File: src/rtl/host_wb_master.sv
// Single-outstanding Wishbone pipelined master.
// Turns a host req/done handshake into one WB transaction at a time, with
// bounded retry on rty and a per-attempt timeout. All outputs are registered.
module host_wb_master #(
  parameter int unsigned ADDR_WIDTH = 32,
  parameter int unsigned TIMEOUT    = 255,
  parameter int unsigned RETRIES    = 3
) (
  input  logic                  clk_i,
  input  logic                  rst_n_i,
  input  logic                  req_i,
  input  logic                  we_i,
  input  logic [ADDR_WIDTH-1:0] adr_i,
  input  logic [31:0]           dat_i,
  input  logic [3:0]            sel_i,
  output logic                  busy_o,
  output logic                  done_o,
  output logic [1:0]            status_o,
  output logic [31:0]           rdata_o,
  output logic                  wb_cyc_o,
  output logic                  wb_stb_o,
  output logic                  wb_we_o,
  output logic [ADDR_WIDTH-1:0] wb_adr_o,
  output logic [3:0]            wb_sel_o,
  output logic [31:0]           wb_dat_o,
  input  logic                  wb_ack_i,
  input  logic                  wb_err_i,
  input  logic                  wb_rty_i,
  input  logic                  wb_stall_i,
  input  logic [31:0]           wb_dat_i
);

  localparam logic [15:0] TmoLast  = 16'(TIMEOUT - 1);
  localparam logic [3:0]  RetryMax = 4'(RETRIES);

  localparam logic [1:0] StatOk  = 2'b00;
  localparam logic [1:0] StatErr = 2'b01;
  localparam logic [1:0] StatRty = 2'b10;
  localparam logic [1:0] StatTmo = 2'b11;

  typedef enum logic [1:0] {StIdle, StStrobe, StWait, StGap} state_e;

  state_e                state_q, state_d;
  logic                  cyc_q, cyc_d, stb_q, stb_d, we_q, we_d;
  logic [ADDR_WIDTH-1:0] adr_q, adr_d;
  logic [3:0]            sel_q, sel_d;
  logic [31:0]           dat_q, dat_d;
  logic                  busy_q, busy_d, done_q, done_d;
  logic [1:0]            status_q, status_d;
  logic [31:0]           rdata_q, rdata_d;
  logic [3:0]            retry_q, retry_d;
  logic [15:0]           tmo_q, tmo_d;
  logic                  term;
  logic [1:0]            code;

  // Next-state and next-output decode; a terminating response overrides everything else.
  always_comb begin
    state_d  = state_q;
    cyc_d    = cyc_q;
    stb_d    = stb_q;
    we_d     = we_q;
    adr_d    = adr_q;
    sel_d    = sel_q;
    dat_d    = dat_q;
    busy_d   = busy_q;
    done_d   = 1'b0;
    status_d = status_q;
    rdata_d  = rdata_q;
    retry_d  = retry_q;
    tmo_d    = tmo_q;
    term     = 1'b0;
    code     = StatOk;

    unique case (state_q)
      StIdle: begin
        if (req_i) begin
          we_d    = we_i;
          adr_d   = adr_i;
          sel_d   = sel_i;
          dat_d   = dat_i;
          retry_d = '0;
          tmo_d   = '0;
          state_d = StStrobe;
          cyc_d   = 1'b1;
          stb_d   = 1'b1;
          busy_d  = 1'b1;
        end
      end
      StStrobe, StWait: begin
        if (state_q == StStrobe && !wb_stall_i) begin
          state_d = StWait;
          stb_d   = 1'b0;
        end
        // err > ack > rty; any response beats a same-cycle timeout expiry
        if (wb_err_i) begin
          term = 1'b1;
          code = StatErr;
        end else if (wb_ack_i) begin
          term = 1'b1;
          code = StatOk;
          if (!we_q) rdata_d = wb_dat_i;
        end else if (wb_rty_i) begin
          if (retry_q < RetryMax) begin
            retry_d = retry_q + 4'd1;
            state_d = StGap;
            cyc_d   = 1'b0;
            stb_d   = 1'b0;
          end else begin
            term = 1'b1;
            code = StatRty;
          end
        end else if (tmo_q == TmoLast) begin
          term = 1'b1;
          code = StatTmo;
        end else begin
          tmo_d = tmo_q + 16'd1;
        end
      end
      StGap: begin
        state_d = StStrobe;
        cyc_d   = 1'b1;
        stb_d   = 1'b1;
        tmo_d   = '0;
      end
      default: state_d = StIdle;
    endcase

    if (term) begin
      state_d  = StIdle;
      cyc_d    = 1'b0;
      stb_d    = 1'b0;
      busy_d   = 1'b0;
      done_d   = 1'b1;
      status_d = code;
    end
  end

  // State and output registers; reset drops the bus immediately without a done pulse.
  always_ff @(posedge clk_i or negedge rst_n_i) begin
    if (!rst_n_i) begin
      state_q  <= StIdle;
      cyc_q    <= 1'b0;
      stb_q    <= 1'b0;
      we_q     <= 1'b0;
      adr_q    <= '0;
      sel_q    <= '0;
      dat_q    <= '0;
      busy_q   <= 1'b0;
      done_q   <= 1'b0;
      status_q <= '0;
      rdata_q  <= '0;
      retry_q  <= '0;
      tmo_q    <= '0;
    end else begin
      state_q  <= state_d;
      cyc_q    <= cyc_d;
      stb_q    <= stb_d;
      we_q     <= we_d;
      adr_q    <= adr_d;
      sel_q    <= sel_d;
      dat_q    <= dat_d;
      busy_q   <= busy_d;
      done_q   <= done_d;
      status_q <= status_d;
      rdata_q  <= rdata_d;
      retry_q  <= retry_d;
      tmo_q    <= tmo_d;
    end
  end

  assign busy_o   = busy_q;
  assign done_o   = done_q;
  assign status_o = status_q;
  assign rdata_o  = rdata_q;
  assign wb_cyc_o = cyc_q;
  assign wb_stb_o = stb_q;
  assign wb_we_o  = we_q;
  assign wb_adr_o = adr_q;
  assign wb_sel_o = sel_q;
  assign wb_dat_o = dat_q;

endmodule

File: config.mk
export PLATFORM = sky130hd
export DESIGN_NAME = host_wb_master
export DESIGN_NICKNAME = d
export VERILOG_FILES = /design/src/rtl/host_wb_master.sv
export SDC_FILE = /design/constraint.sdc
export NUM_CORES = 1
export LEC_CHECK = 0
export CORE_MARGIN = 5
export CORE_UTILIZATION = 40
export CTS_BUF_LIST = sky130_fd_sc_hd__clkbuf_2 sky130_fd_sc_hd__clkbuf_4 sky130_fd_sc_hd__clkbuf_8
export DETAILED_ROUTE_END_ITERATION = 6
export PLACE_DENSITY = 0.83
export SLEW_MARGIN = 20
export SYNTH_ARGS = -nofsm -noshare
export SYNTH_HDL_FRONTEND = slang
export SYNTH_SLANG_ARGS = --single-unit
export TNS_END_PERCENT = 10
File: constraint.sdc
create_clock -name clk_i -period 2.2 [get_ports clk_i]
set_input_delay 0.44 -clock clk_i [delete_from_list [all_inputs] [get_ports clk_i]]
set_output_delay 0.44 -clock clk_i [all_outputs]
set_load 0.1 [all_outputs]
==> impl_metrics.py <==
metrics = {
    "outcome": {
        "status": "finished clean",
    },
    "clock_network": {
        "insertion_delay_ns": 0.44,
        "h-tree-depth": 4,
        "cts_inserted_buffers": 17,
        "cts_buffer_depth": 2,
        "cts_tree": "yes",
        "post_cts_buffers": 0,
        "cts_sinks": 129,
        "clk_pin_slew_ns": 0.08,
        "root_buffer": "clkbuf_8",
    },
    "setup_path": {
        "crit_family": "simple AND/OR/NAND/NOR gates",
        "path_cells": "inv_1, ha_1, nand2b_1, nand4_1, or4_1, a21oi_1",
        "worst-r2r-cell-count": 6,
        "path_class": "flip-flop to flip-flop",
        "slowest_delay_ns": 0.56,
        "cp.required_ns": 2.56,
        "cp-end-kind": "flip-flop",
        "cp.arrival_ns": 2.34,
        "critPathSlowestCell": "or4_1",
        "cp_max_fo": 9,
        "startpoint_type": "flip-flop",
        "cp.depth": 6,
        "critPathBufInv": 1,
    },
    "logic_synthesis": {
        "synthFlopType": "dfrtp_1",
        "synth_most_common_cell": "dfrtp_1",
        "yosysUniqueCellTypes": 47,
        "ys_warn_count": 0,
        "synthXorXnorAreaFrac_pct": 0,
        "synth_top_area_share_pct": 60.8,
        "synthCells": 375,
        "synth_seq_cells": 129,
        "synth_mux_area_share_pct": 21.8,
        "synth-compound-area-share_pct": 6.11,
        "seq_area_frac_synth_pct": 60.8,
        "syn_avg_cell_area_um2": 14.2,
        "synth-adder-area-share_pct": 1.18,
        "synth_top_area_cell": "dfrtp_1",
        "synthTopCellsByArea": "dfrtp_1 61%, mux2_2 21%, a21oi_1 1.8%, ha_1 1.2%, o31ai_1 1.1%",
        "synth_common_cells": "129 x dfrtp_1, 101 x mux2_2, 19 x a21oi_1, 10 x nand2_1",
        "synth-edff-count": 0,
        "async_flop_share_pct": 100,
        "syn-cell-area_um2": 5310,
        "synth-simple-area-share_pct": 7.83,
        "synth_top_family_by_area": "multiplexers",
        "synthesis.nets": 488,
    },
    "sta": {
        "setup_violations": 0,
        "finalClockSkew_ns": 0.0118,
        "finalHoldViolations": 0,
        "fin_crit_ns": 1.98,
        "drv_slew": 0,
        "tightest_slew_ns": 0.414,
        "max_freq_mhz": 506,
        "rsz0062_at_grt": "no",
        "relSlewSlack_pct": 72.4,
        "post-route-period-util_pct": 89.9,
        "setup_ws_ns": 0.223,
    },
    "global_route": {
        "antenna_found_initial": 0,
        "grt_pass1_wl_mm": 22.1,
        "grt_max_degree": 69,
        "grt_pass1_vias": 4418,
        "grt_overflow": 0,
        "grt_use_total_pct": 17.8,
    },
    "drt": {
        "first_pass_iters": 4,
        "drtIter0Drc": 169,
        "remaining_drc_errors": 0,
        "wirelength_mm": 13.8,
        "vias": 4011,
        "wl_per_cell_um": 17.2,
        "ant_nets": 0,
        "vias_per_cell": 5.02,
    },
    "floorplanning": {
        "rows": 42,
        "fp.dieW_um": 125,
        "die_area_um2": 15700,
        "core_um2": 13100,
        "start_util_pct": 40.4,
        "boundaryPins": 215,
        "die_h_um": 125,
    },
    "cells_and_area": {
        "final_nets": 723,
        "syn_to_final_growth_pct": 49.6,
        "final_design_area_no_fill_um2": 7940,
        "n_antenna_cell": 0,
        "drive_gt1_share_pct": 43.2,
    },
    "placed_design": {
        "gp_congestion": 0.765,
        "port_buffers": 214,
        "hpwl_mm": 10.5,
        "placed_area_um2": 7510,
        "dp_slack_ns": -0.155,
    },
    "min_path": {
        "hold_path_class": "primary input to async pin",
    },
    "job": {
        "cap_violations": 0,
    },
}
[routing by layer]
metal,wire length [um],track usage (%),vias to the layer above,part of all wire [%]
met5,0,0,-,0
met4,383,7.78,0,2.8
met3,886,6.99,34,6.4
met2,7660,32.6,130,56
met1,4850,17.7,1998,35
li1,-,-,1849,-
[flip-flops by register name (all words and copies together) (netlist names)]
| name | count |
|---|---|
| wb_dat_o | 32 |
| wb_sel_o | 4 |
| retry_q | 4 |
| wb_cyc_o | 1 |
| state_q | 2 |
| wb_we_o | 1 |
| done_o | 1 |
| wb_stb_o | 1 |
| status_o | 2 |
| tmo_q | 16 |
| wb_adr_o | 32 |
| busy_o | 1 |
| rdata_o | 32 |
[final timing paths]
| check | slack, ns | startpoint | to |
|---|---|---|---|
| worst max-delay path | 0.22 | state_q[0]$_DFFE_PN0P_ | tmo_q[9]$_DFFE_PN0P_ |
| worst min-delay path | 0.46 | rst_n_i | status_o[1]$_DFFE_PN0P_ |
| worst max register to register | 0.22 | state_q[0]$_DFFE_PN0P_ | tmo_q[9]$_DFFE_PN0P_ |
| worst min register to register | 0.51 | wb_adr_o[5]$_DFFE_PN0P_ | wb_adr_o[5]$_DFFE_PN0P_ |
| max in group asynchronous | 1.00 | rst_n_i | tmo_q[7]$_DFFE_PN0P_ |
| min in group clk_i | 0.51 | wb_adr_o[5]$_DFFE_PN0P_ | wb_adr_o[5]$_DFFE_PN0P_ |
[cells by family after synthesis]
kind of cell	Yosys count
flip-flops	129
AND/OR/NAND/NOR	61
multiplexers	103
AO/OA/AOI/OAI	51
adder cells (fa/ha/maj)	5
buffers and inverters	26
[worst register-to-register path: cells and delay by family (launching register included)]
kind,cells,cell delay [ns]
AND/OR/NAND/NOR,3,1.07
buffers and inverters,1,0.05
AO/OA/AOI/OAI,1,0.16
adder cells (fa/ha/maj),1,0.25
flip-flops,1,0.38
[placed cells by master (no fill, tap or decap), types with 3 or more instances in the layout]
cell type and instances:
nand3_1 6, o21a_1 3, o31ai_1 8, or4_1 8, dfrtp_1 129, buf_12 4
nor3_1 4, o21ai_0 7, inv_1 8, clkbuf_4 3, nand2_1 9, o41ai_1 3
nor2_1 4, a21oi_1 19, clkbuf_8 21, buf_4 123, ha_1 5, nand2b_1 3
nand4_1 4, clkdlybuf4s50_1 106, o211ai_1 3, mux2_2 101
[final cells by class]
class                           instances  area, um2
Clock buffer                           24        312
Clock inverter                          8        103
Tap cell                              176        220
Timing Repair Buffer                  234       2070
Multi-Input combinational cell        220       1970
Sequential cell                       129       3230
Fill cell                            1064       5200
Inverter                                8       30.0
[per-stage QoR]
stage / cells / utilization (%) / setup TNS, ns / hold slack [ns]
finish: 799 / 60.4 / 0 / 0.465
global route: 799 / 60.4 / 0 / 0.479
CTS: 799 / 60.4 / 0 / 0.452
detailed placement: 766 / 57.2 / -0.818 / 0.405
global placement: 766 / 57.2 / -0.170 / 0.405
floorplan: 375 / - / 0 / 0.144
[what timing repair did]
item	CTS	global route
hold buffers	1	0
gates resized for setup	0	0
endpoints found under the hold margin	26	0
Power is not shown: default switching activity piles up to over one toggle a cycle in this logic, so the estimate is an artifact.
